File: config.mk
export PLATFORM = sky130hd
export DESIGN_NAME = pipe_hazard_ctrl
export DESIGN_NICKNAME = d
export VERILOG_FILES = /design/src/rtl/pipe_hazard_ctrl.sv
export SDC_FILE = /design/constraint.sdc
export NUM_CORES = 1
export LEC_CHECK = 0
export ABC_AREA = 0
export CAP_MARGIN = 10
export CORE_MARGIN = 2
export CORE_UTILIZATION = 45
export CTS_BUF_LIST = sky130_fd_sc_hd__clkbuf_4
export CTS_CLUSTER_DIAMETER = 40
export CTS_CLUSTER_SIZE = 12
export DETAILED_ROUTE_END_ITERATION = 10
export HOLD_SLACK_MARGIN = 0.1
export MAX_ROUTING_LAYER = met4
export PLACE_DENSITY = 0.85
export SLEW_MARGIN = 20
export SYNTH_ARGS = -nofsm -noshare
export SYNTH_HDL_FRONTEND = slang
export SYNTH_SLANG_ARGS = --single-unit
File: constraint.sdc
create_clock -name clk -period 6.05 [get_ports clk]
set_input_delay 1.21 -clock clk [delete_from_list [all_inputs] [get_ports clk]]
set_output_delay 1.21 -clock clk [all_outputs]
set_load 0.05 [all_outputs]
File: src/rtl/pipe_hazard_ctrl.sv
// Hazard scheduler for the F/X/M pipeline: forwarding selects, interlocks,
// cache-miss freezes, branch flush, mult/div occupancy and stall counters.
module pipe_hazard_ctrl #(
    parameter int MD_LAT = 32,
    parameter int CNT_W  = 16
) (
    input  logic             clk,
    input  logic             rst,
    input  logic [4:0]       rs_x,
    input  logic [4:0]       rt_x,
    input  logic             use_rs_x,
    input  logic             use_rt_x,
    input  logic             md_start_x,
    input  logic             mfhilo_x,
    input  logic             branch_x,
    input  logic [4:0]       wa_m,
    input  logic             regwe_m,
    input  logic             memrd_m,
    input  logic             icache_stall,
    input  logic             dcache_stall,
    output logic             stall_f,
    output logic             stall_x,
    output logic             stall_m,
    output logic             bubble_x,
    output logic             bubble_m,
    output logic             flush_f,
    output logic             fw_rs,
    output logic             fw_rt,
    output logic             md_busy,
    output logic [2:0]       cause,
    output logic [CNT_W-1:0] stall_cnt,
    output logic [CNT_W-1:0] lduse_cnt
);

    typedef enum logic {MD_IDLE, MD_BUSY} mdState_t;

    localparam logic [5:0] MD_LOAD = 6'(MD_LAT - 1);

    localparam logic [2:0] CAUSE_NONE  = 3'd0;
    localparam logic [2:0] CAUSE_DMISS = 3'd1;
    localparam logic [2:0] CAUSE_IMISS = 3'd2;
    localparam logic [2:0] CAUSE_MD    = 3'd3;
    localparam logic [2:0] CAUSE_LDUSE = 3'd4;

    mdState_t         mdState, mdNext;
    logic [5:0]       mdCnt, mdCntNext;
    logic [CNT_W-1:0] stallCnt, lduseCnt;

    logic hitRs, hitRt, loadUse, mdHaz, mdBusyInt;
    logic stallF, stallX, stallM, bubbleX, bubbleM;
    logic [2:0] causeInt;

    function automatic logic [CNT_W-1:0] satInc(input logic [CNT_W-1:0] v);
        return (&v) ? v : v + CNT_W'(1);
    endfunction

    assign mdBusyInt = (mdState == MD_BUSY);
    assign hitRs     = use_rs_x & regwe_m & (wa_m != 5'd0) & (rs_x == wa_m);
    assign hitRt     = use_rt_x & regwe_m & (wa_m != 5'd0) & (rt_x == wa_m);
    assign loadUse   = memrd_m & (hitRs | hitRt);
    assign mdHaz     = (mfhilo_x | md_start_x) & mdBusyInt;

    always_comb begin
        stallF   = 1'b0;
        stallX   = 1'b0;
        stallM   = 1'b0;
        bubbleX  = 1'b0;
        bubbleM  = 1'b0;
        causeInt = CAUSE_NONE;
        if (dcache_stall) begin
            stallF   = 1'b1;
            stallX   = 1'b1;
            stallM   = 1'b1;
            causeInt = CAUSE_DMISS;
        end else if (icache_stall) begin
            // F is refetching: X and M drain while a bubble enters X.
            stallF   = 1'b1;
            bubbleX  = 1'b1;
            causeInt = CAUSE_IMISS;
        end else if (mdHaz) begin
            stallF   = 1'b1;
            stallX   = 1'b1;
            bubbleM  = 1'b1;
            causeInt = CAUSE_MD;
        end else if (loadUse) begin
            stallF   = 1'b1;
            stallX   = 1'b1;
            bubbleM  = 1'b1;
            causeInt = CAUSE_LDUSE;
        end
    end

    // Occupancy counts down even through cache freezes, since the unit runs on its own.
    always_comb begin
        mdNext    = mdState;
        mdCntNext = mdCnt;
        case (mdState)
            MD_IDLE: begin
                if (md_start_x && !stallX) begin
                    mdNext    = MD_BUSY;
                    mdCntNext = MD_LOAD;
                end
            end
            MD_BUSY: begin
                if (mdCnt == 6'd0) mdNext = MD_IDLE;
                else               mdCntNext = mdCnt - 6'd1;
            end
            default: mdNext = MD_IDLE;
        endcase
    end

    always_ff @(posedge clk or posedge rst) begin
        if (rst) begin
            mdState <= MD_IDLE;
            mdCnt   <= 6'd0;
        end else begin
            mdState <= mdNext;
            mdCnt   <= mdCntNext;
        end
    end

    always_ff @(posedge clk or posedge rst) begin
        if (rst) begin
            stallCnt <= '0;
            lduseCnt <= '0;
        end else begin
            if (stallX)                   stallCnt <= satInc(stallCnt);
            if (causeInt == CAUSE_LDUSE)  lduseCnt <= satInc(lduseCnt);
        end
    end

    // Every control output is forced low while reset is held.
    assign stall_f   = stallF  & ~rst;
    assign stall_x   = stallX  & ~rst;
    assign stall_m   = stallM  & ~rst;
    assign bubble_x  = bubbleX & ~rst;
    assign bubble_m  = bubbleM & ~rst;
    assign flush_f   = branch_x & ~stallX & ~rst;
    assign fw_rs     = hitRs & ~memrd_m & ~stallX & ~rst;
    assign fw_rt     = hitRt & ~memrd_m & ~stallX & ~rst;
    assign md_busy   = mdBusyInt & ~rst;
    assign cause     = rst ? CAUSE_NONE : causeInt;
    assign stall_cnt = stallCnt;
    assign lduse_cnt = lduseCnt;

endmodule

# After elaboration in Yosys (flattened, before gate mapping)
# Index checks and enable logic that the tools add are counted.
[word_totals]
reg_bits = 39
inputBits = 26
wordCells = 72
out_inout_bits = 44
[classes]
n_reduce_logical = 9
addsub = 3
n_eq_ne = 5
n_bitwise = 30
n_mux = 21
[op_table]
columns = ["cell", "n"]
rows = [
  ["adder 16 x 1 -> 16 bit (second input constant)", 2],
  ["AND reduction 16 bit", 2],
  ["bitwise AND 1 bit", 22],
  ["2-to-1 mux 3 bit", 5],
  ["2-to-1 mux 1 bit", 12],
  ["2-to-1 mux 6 bit", 2],
  ["case mux 6 bit (2 select lines)", 1],
  ["== test 5 bit", 2],
  ["logical NOT 6 bit", 1],
  ["NOT 1 bit", 6],
  ["AND reduction 2 bit", 3],
  ["subtractor 6 x 1 -> 6 bit (second input constant)", 1],
  ["nonzero test 5 bit", 1],
  ["!= test 2 bit (second input constant)", 2],
  ["== test 3 bit (second input constant)", 1],
  ["bitwise OR 1 bit", 2],
  ["case mux 1 bit (2 select lines)", 1],
  ["logical AND 1 bit", 1],
  ["logical NOT 1 bit", 1],
]

# Longest topological paths before layout
# Gate-level depths: netlist of run 1.
[logic_depth]
ltp_word = 13
depth_mapped = 7

# Least setup slack after synthesis of run 1
# No wires, ideal clock.
[synth_path]
kind = "input to output"
from = "in mfhilo_x"
to = "out fw_rs"
t_required_ns = 4.840
path_buffers = 0
arrival_time_ns = 3.449
path_stages = 5
slack_ns = 1.391
cell_sequence = "o21ai_0 > nor2_1 > nor2_1 > o211ai_1 > nor4_1"
[synth_via]
elab_chain_cells = 8
[synth_lines]
columns = ["element", "line", "rtl"]
rows = [
  ["start, declared", "14", "input logic mfhilo_x,"],
  ["bitwise OR 1 bit", "61", "assign mdHaz = (mfhilo_x | md_start_x) & mdBusyInt;"],
  ["bitwise AND 1 bit", "61", ""],
  ["2-to-1 mux 1 bit", "80", "end else if (mdHaz) begin"],
  ["2-to-1 mux 1 bit", "75", "end else if (icache_stall) begin"],
  ["2-to-1 mux 1 bit", "70", "if (dcache_stall) begin"],
  ["NOT 1 bit", "139", "assign fw_rs = hitRs & ~memrd_m & ~stallX & ~rst;"],
  ["bitwise AND 1 bit (2 in series)", "139", ""],
  ["end, declared", "27", "output logic fw_rs,"],
]
# Every way passes these cells.

# Final worst setup path of run 1
[layout_path]
from = "in wa_m[0]"
to = "out bubble_m"
[layout_via]
elab_chain_cells = 10
word_cells_on_any_way = 14
cone_classes = "eq/ne (2); mux (4); bitwise (7); reduce/logical (1)"
[layout_lines]
columns = ["element", "line", "rtl"]
rows = [
  ["start, declared", "16", "input logic [4:0] wa_m,"],
  ["nonzero test 5 bit", "58, 59", ""],
  ["bitwise AND 1 bit, on equally long branches (2 in series)", "58, 59", ""],
  ["bitwise OR 1 bit *", "60", "assign loadUse = memrd_m & (hitRs | hitRt);"],
  ["bitwise AND 1 bit *", "60", ""],
  ["2-to-1 mux 1 bit *", "85", "end else if (loadUse) begin"],
  ["2-to-1 mux 1 bit *", "80", ""],
  ["2-to-1 mux 1 bit *", "75", ""],
  ["2-to-1 mux 1 bit *", "70", ""],
  ["bitwise AND 1 bit *", "137", "assign bubble_m = bubbleM & ~rst;"],
  ["end, declared", "25", "output logic bubble_m,"],
]
# Mark *: on every way between the ends. The rest lies on a longest branch, timed or not.

==> flow_summary.toml, run 1 <==
[floorplan]
die_y_um = 74.9
core_area_mm2 = 0.00479
die_area_mm2 = 0.00561
ioPinCount = 70
dieWidth_um = 74.9
start_util_pct = 47.2
rows = 25

[global_routing]
overflow = 0
track_usage_pct = 20.7
grt_antenna_before_repair = 0
grt_pass1_wl_um = 8830
grt_pass1_vias = 1953
grt_max_degree = 26

[placement]
port_buffers = 69
post-dp-hpwl_um = 4210
gp_congestion = 0.834

[cts]
hold_buffers = 0
clock_path_buffers = 2
clkSinkCount = 39
root_buffer = "clkbuf_4"
cts_setup_buffers = 0
cts_repair_resize_count = 0
cts_buffers = 5
cts.htree.levels = 2
insertion_delay_ns = 0.33
cts.clk_slew.worst_paths_ns = 0.11
cts_tree = "yes"

[yosys]
synthesis.nets = 258
yosys.area.top_type_share_pct = 43.2
ys.warnings.count = 0
synthDistinctLibCells = 44
synth_edf_count = 0
yosysTopAreaCell = "dfrtp_1"
syn_area_mm2 = 0.00226
syn_inst = 229
synth_seq_cells = 39
synth_area_leaders = "dfrtp_1 (43%), xor2_1 (8.5%), xnor2_1 (6.6%)"
async_flop_share_pct = 100
yosysSeqAreaShare_pct = 43.2
avgSynthCellArea_um2 = 9.87
ys_top_cells_by_count = "dfrtp_1 (39), xor2_1 (22), a21oi_1 (17), nand3_1 (17), xnor2_1 (17)"
ys.flop_type = "dfrtp_1"
yosysMostFrequentCell = "dfrtp_1"

[critical_path]
ff2ff_path_depth = 6
rrSetupSlack_ns = 3.78
cp-start-kind = "input pin"
arrival_ns = 3.94
cp.required_ns = 4.84
critPathKind = "in -> out"
worstSetupEndpointType = "output pin"
r2r-end = "lduse_cnt[1]"
cp_max_fo = 5
r2r-start = "lduse_cnt[0]"

[timing]
fin_crit_sh_pct = 85.1
rsz0062_at_grt = "no"
hold_viol = 0
finalSetupTns_ns = 0
slew_viol_final = 0
min_period_ns = 5.15
max_slew_margin_pct = 38.9
clock_skew_ns = 0.0110
setup_viol = 0
worstMarginPinSlew_ns = 0.916
hold-worst-slack_ns = 0.496
fmax_mhz = 194

[layout]
final_util_pct = 64.3
area_growth_pct = 36.2
finalNetCount = 332
num-fill-cells = 385
antennaDiodeCount = 0
drive_gt1_share_pct = 7.89
register_area_um2 = 976
multi_input_area_mm2 = 0.00124

[pwr]
intPower_uw = 513
vdd.ir_drop.worst_uv = 274
power.switching_uw = 379
powerDensity_mw_per_mm2 = 290
p_comb_share_pct = 42.9
clockPowerShare_pct = 14.5
pwr-share-seq_pct = 42.6
static-leakage-power_uw = 0.00128
switching_share_pct = 42.5

[route]
wl_per_cell_um = 14.7
drc = 0
vias_per_cell = 5.46
final_antenna_net_count = 0
vias = 2024
dr.pass1.iters = 5
drt_iter0_drc = 132
wl_um = 5450

[status]
status = "finished, final reports clean"

[worst_hold_path]
worstHoldEndpoint = "stall_cnt[4]"
hold_path_class = "reg -> reg"
worstHoldStart = "stall_cnt[4]"
hold_depth = 1

[flow_run]
drv_cap = 0
==> registers in the layout, indices dropped and copies added, names as in the netlist <==
register / flops
lduse_cnt: 16
stall_cnt: 16
mdCnt: 6
mdBusyInt: 1
==> layout make-up <==
cell class              instances  share of cell area [%]
clock buffers                   6                    1.46
clock inverters                 2                   0.244
inverters                       5                   0.610
multi-input cells             181                    40.3
flip-flops and latches         39                    31.7
well taps                      67                    2.72
repair buffers                 71                    22.9
==> routing by layer <==
layer	up-vias	global-route usage [%]	routed length [µm]
met3	10	3.61	256
met4	0	6.15	99
li1	970	-	-
met1	978	27.2	2370
met2	66	32.9	2730
met5	-	-	0
==> worst max-delay path, cell delays in order <==
cell and delay (ns):
clkdlybuf4s50_1 0.62, xnor2_1 0.16, nand4_1 0.13, or3_4 0.42
a21o_1 0.24, a21oi_1 0.22, and2_1 0.15, clkdlybuf4s50_1 0.79
==> kinds of logic (layout without fill, tap and decap cells) <==
group,count (synthesis),after routing,share of synthesized area (%)
and+or+nand+nor,97,97,24.3
AOI/OAI and AO/OA,38,38,11.7
DFF,39,39,43.2
muxes,4,4,2.16
adders and majority gates,3,3,1.66
buffers and inverters,9,84,1.88
xor gates and xnor gates,39,39,15.1
==> stage by stage <==
step	power, µW	cells	area (µm²)	worst slack [ns]
detailed placement	767	363	3030	0.884
global placement	756	363	3030	0.920
CTS	895	371	3080	0.883
floorplan	632	229	2260	1.39
global route	938	371	3080	0.740
finish	892	371	3080	0.900
==> power groups by stage <==
stage / Clock [µW] / Combinational [µW] / Sequential, µW
3_3_place_gp: 0 / 375 / 381
3_5_place_dp: 0 / 383 / 384
6_report: 129 / 383 / 380
2_1_floorplan: 0 / 166 / 467
5_1_grt: 143 / 408 / 387
4_1_cts: 131 / 385 / 379
==> worst max path at each step <==
stage	slack, ns	startpoint	to	cells after the start
floorplan	1.39	mfhilo_x	fw_rs	5
global placement	0.92	wa_m[0]	bubble_m	8
detailed placement	0.88	wa_m[0]	bubble_m	8
CTS	0.88	wa_m[0]	bubble_m	8
global route	0.74	wa_m[0]	bubble_m	8
finish	0.90	wa_m[0]	bubble_m	8
==> placed cells by master (no fill, tap or decap), drive strengths merged, types with 2 or more instances in the layout <==
master,count
nand2,14
a211oi,2
ha,3
nor2,11
nor3,10
inv,5
o211ai,2
or3,2
buf,2
nand4,11
mux2,4
o21a,2
nor2b,2
xnor2,17
nand3,17
o21ai,6
a21oi,18
and3,14
dfrtp,39
nand2b,4
clkbuf,6
xor2,22
nor4,3
a31oi,2
clkdlybuf4s50,69
and2,6
clkinv,2
Note: power is estimated with default switching activity, not from simulation.
==> run 2, diff against run 1 <==
Settings changed: ABC_AREA 0 to 1, PLACE_DENSITY 0.85 to 0.82.
Clock period 6.05 ns to 6.1 ns, I/O delays scaled along.
==> flow_summary.toml, run 2 <==
[status]
status = "finished, final reports clean"

[critical_path]
cp.required_ns = 4.88
r2r-end = "stall_cnt[15]"
cp_max_fo = 16
arrival_ns = 3.69
worstSetupEndpointType = "output pin"
critPathKind = "in -> out"
ff2ff_path_depth = 7
cp-start-kind = "input pin"
rrSetupSlack_ns = 3.84
r2r-start = "stall_cnt[0]"

[floorplan]
die_area_mm2 = 0.00647
die_y_um = 80.5
rows = 27
dieWidth_um = 80.5
start_util_pct = 47.2
ioPinCount = 70
core_area_mm2 = 0.00557

[yosys]
syn_area_mm2 = 0.00263
ys.warnings.count = 0
synthDistinctLibCells = 31
yosysSeqAreaShare_pct = 37.1
yosysMostFrequentCell = "nand2_1"
synth_seq_cells = 39
synth_area_leaders = "dfrtp_1 (37%), nand2_1 (18%), xor2_1 (7.3%)"
async_flop_share_pct = 100
avgSynthCellArea_um2 = 7.05
yosysTopAreaCell = "dfrtp_1"
synthesis.nets = 402
ys.flop_type = "dfrtp_1"
yosys.area.top_type_share_pct = 37.1
syn_inst = 373
synth_edf_count = 0
ys_top_cells_by_count = "nand2_1 (128), inv_1 (44), dfrtp_1 (39), nand3_1 (34), nor2_1 (30)"

[placement]
gp_congestion = 0.869
dp_cells = 508
placed_area_mm2 = 0.00337
post-dp-hpwl_um = 4980
dp_slack_ns = 1.19
port_buffers = 69

[route]
drt_iter0_drc = 149
wl_um = 6390
vias_per_cell = 5.08
drc = 0
final_antenna_net_count = 0
dr.pass1.iters = 4
vias = 2620
wl_per_cell_um = 12.4

[cts]
cts.clk_slew.worst_paths_ns = 0.12
root_buffer = "clkbuf_4"
cts.htree.levels = 2
cts_repair_resize_count = 0
insertion_delay_ns = 0.34
hold_buffers = 0
cts_buffers = 5
cts_setup_buffers = 0
cts_tree = "yes"
clock_path_buffers = 2
clkSinkCount = 39

[flow_run]
drv_cap = 0

[timing]
slew_viol_final = 0
hold-worst-slack_ns = 0.557
setup_viol = 0
clock_skew_ns = 0.00870
max_slew_margin_pct = 60.5
timing.final.ws_setup_ns = 1.19
rsz0062_at_grt = "no"
worstMarginPinSlew_ns = 0.589
finalSetupTns_ns = 0
min_period_ns = 4.91
fmax_mhz = 204
hold_viol = 0
fin_crit_sh_pct = 80.4

[global_routing]
grt_pass1_vias = 2509
track_usage_pct = 22.3
overflow = 0
grt_antenna_before_repair = 0
grt_max_degree = 40
grt_pass1_wl_um = 11200

[worst_hold_path]
hold_path_class = "reg -> reg"
worstHoldStart = "mdCnt[1]"
hold_depth = 2
worstHoldEndpoint = "mdCnt[1]"

[layout]
drive_gt1_share_pct = 6.53
antennaDiodeCount = 0
final_cells = 516
area_growth_pct = 32.3
stdcell_area_mm2 = 0.00348
layout_commonest_cell = "nand2_1"
num-fill-cells = 516
layout_common_cells = "nand2_1 (128), clkdlybuf4s50_1 (69), inv_1 (44)"
finalNetCount = 472

[pwr]
intPower_uw = 583
switching_share_pct = 40.9
static-leakage-power_uw = 0.00170
pwr-share-seq_pct = 36.8
p_comb_share_pct = 41.1
vdd.ir_drop.worst_uv = 309
powerDensity_mw_per_mm2 = 283
power.switching_uw = 404
clockPowerShare_pct = 22.1
run 2: cell types whose count changed after synthesis, sizes merged, moves of 5 or more:
cell   before  now
buf         1    6
a21oi      18    6
nor2       11   30
and3       14    0
and2        6    0
xnor2      17    7
o21ai       6   19
nand3      17   35
inv         5   45
nand2      14  133
run 2: through the flow:
stage | total power (µW) | util, %
6_report | 986 | 62.4
5_1_grt | 1050 | 62.4
4_1_cts | 997 | 62.4
3_5_place_dp | 774 | 60.5
3_3_place_gp | 759 | 60.5
2_1_floorplan | 652 | -
run 2: worst max-delay path, cell delays in order:
cell             delay (ns)
clkdlybuf4s50_1        0.44
inv_1                  0.11
nand3_1                0.08
nor2_1                 0.12
nor2_1                 0.06
nand2_1                0.08
nand2_1                0.08
nand2_1                0.09
nand2_1                0.07
nand2_2                0.13
nand2_4                0.14
nor3b_1                0.22
clkdlybuf4s50_1        0.84
run 2: worst max path at each step:
stage                       start        to
after floorplan               rst  cause[1]
after global placement    wa_m[3]   flush_f
after detailed placement  wa_m[3]   flush_f
after CTS                 wa_m[3]   flush_f
after global routing      wa_m[4]   flush_f
final                     wa_m[3]   flush_f
run 2: cell families (layout without fill, tap and decap cells):
logic type | count (synthesis) | in the layout | synth area share, %
XOR/XNOR | 29 | 29 | 9.66
buffers and inverters | 53 | 124 | 8.37
AO/OA/AOI/OAI | 26 | 26 | 5.85
flip-flops | 39 | 39 | 37.1
adder cells (fa/ha/maj) | 3 | 3 | 1.43
AND/OR/NAND/NOR | 223 | 223 | 37.6
run 2: area by class of cell:
class	count	area, µm²	area share [%]
Inverter	45	169	4.85
Sequential cell	39	976	28.0
Timing Repair Buffer	71	706	20.3
Clock inverter	2	60.1	1.73
Tap cell	72	90.1	2.59
Multi-Input combinational cell	281	1430	41.2
Clock buffer	6	45.0	1.29
run 2: power by group through the flow:
stage | combinational [µW] | sequential [µW] | clock (µW)
4_1_cts | 408 | 364 | 224
3_3_place_gp | 394 | 365 | 0
5_1_grt | 447 | 374 | 234
3_5_place_dp | 406 | 368 | 0
2_1_floorplan | 224 | 428 | 0
6_report | 405 | 363 | 218
run 2: metal layers:
layer	vias to the layer above	share of wire [%]	track usage (%)
met3	6	5.8	4.94
met5	-	0	-
li1	1316	-	-
met2	70	48	36.3
met1	1228	45	27.8
met4	0	0.95	6.78
==> run 3, diff against run 2 <==
Clock period 6.1 ns to 4.9 ns, I/O delays scaled along.
==> flow_summary.toml, run 3 (same netlist as run 2, synthesis figures left out) <==
[status]
status = "finished, final reports clean"

[timing]
timing.final.ws_setup_ns = 0.472
worstMarginPinSlew_ns = 0.540
fin_crit_sh_pct = 90.4
fmax_mhz = 226
min_period_ns = 4.43
hold_viol = 0
finalSetupTns_ns = 0
rsz0062_at_grt = "no"
setup_viol = 0
max_slew_margin_pct = 63.8
slew_viol_final = 0
clock_skew_ns = 0.0105

[critical_path]
rrSetupSlack_ns = 2.65
cpMostUsedCell = "nand2_1"
crit_path_max_incr_delay_ns = 0.84
r2r-end = "stall_cnt[14]"
cp-start-kind = "input pin"
cp_max_fo = 16
worstPathBufferInverterCount = 3
arrival_ns = 3.45
ff2ff_path_depth = 7
cp_cell_sequence = "clkdlybuf4s50_1 -> inv_1 -> nand3_1 -> nor2_1 -> nor2_1 -> nand2_1 -> nand2_1 -> nand2_1 -> nand2_1 -> nand2_2 -> nand2_4 -> nor3b_1 -> clkdlybuf4s50_1"
cpLargestDelayFamily = "buffers and inverters"
critPathSlowestCell = "clkdlybuf4s50_1"
r2r-start = "stall_cnt[0]"
worstSetupEndpointType = "output pin"
critPathKind = "in -> out"
cp.required_ns = 3.92

[layout]
num-fill-cells = 516
layout_common_cells = "nand2_1 (128), clkdlybuf4s50_1 (65), inv_1 (44)"
stdcell_area_mm2 = 0.00342
final_cells = 516
area_growth_pct = 30.1
antennaDiodeCount = 0
finalNetCount = 472
drive_gt1_share_pct = 7.43
layout_commonest_cell = "nand2_1"

[placement]
dp_slack_ns = 0.453
placed_area_mm2 = 0.00336
dp_cells = 508
gp_congestion = 0.860
port_buffers = 69
post-dp-hpwl_um = 4750

[cts]
hold_buffers = 0
cts_setup_buffers = 0
insertion_delay_ns = 0.36
clkSinkCount = 39
root_buffer = "clkbuf_4"
cts.htree.levels = 2
cts_repair_resize_count = 0
cts_tree = "yes"
clock_path_buffers = 2
cts_buffers = 5
cts.clk_slew.worst_paths_ns = 0.13

[global_routing]
track_usage_pct = 21.6
grt_antenna_before_repair = 0
grt_max_degree = 40
grt_pass1_wl_um = 10800
overflow = 0
grt_pass1_vias = 2549

[floorplan]
start_util_pct = 47.2
die_y_um = 80.5
ioPinCount = 70
rows = 27
dieWidth_um = 80.5
die_area_mm2 = 0.00647
core_area_mm2 = 0.00557

[route]
final_antenna_net_count = 0
vias_per_cell = 5.05
drc = 0
dr.pass1.iters = 4
wl_per_cell_um = 12.0
drt_iter0_drc = 115
wl_um = 6180
vias = 2608

[worst_hold_path]
hold_path_class = "reg -> reg"
worstHoldEndpoint = "mdCnt[0]"
hold_depth = 2
worstHoldStart = "mdCnt[0]"

[pwr]
powerDensity_mw_per_mm2 = 329
static-leakage-power_uw = 0.00167
vdd.ir_drop.worst_uv = 356

[flow_run]
drv_cap = 0
## run 3: report_power, final
group          internal [µW]  total [µW]  switching [µW]
logic                    180         504             324
registers                379         452            72.8
clock network           54.8         171             116
## run 3: per-stage QoR
step,hold WS [ns],utilization [%],power [µW]
floorplan,0.491,-,812
CTS,0.564,61.4,1140
detailed placement,0.533,60.4,960
global route,0.606,61.4,1200
finish,0.564,61.4,1130
global placement,0.513,60.4,944
## run 3: how the worst max path moves through the flow
stage	start	endpoint	cells past startpoint
after global routing	wa_m[3]	flush_f	13
after CTS	wa_m[3]	flush_f	13
after detailed placement	wa_m[3]	flush_f	13
final	wa_m[2]	flush_f	13
after floorplan	rst	cause[1]	4
after global placement	wa_m[3]	flush_f	13
## run 3: layout make-up
cell class	count	area, µm²	area share (%)
Sequential cell	39	976	28.5
Inverter	45	169	4.94
Timing Repair Buffer	71	696	20.3
Clock inverter	3	20.0	0.585
Clock buffer	5	37.5	1.10
Multi-Input combinational cell	281	1430	41.9
Tap cell	72	90.1	2.63
## run 3: tightest hold or removal path: stages (launching register included)
cell and delay (ns):
dfrtp_1 0.39, nand3_1 0.08, nand2_1 0.07
## run 3: per-layer routing
metal | global-route usage [%] | vias up | wire length [µm]
met1 | 27.1 | 1204 | 2810
met3 | 4.04 | 10 | 329
li1 | - | 1315 | -
met4 | 8.14 | 0 | 109
met5 | - | - | 0
met2 | 34.9 | 79 | 2940
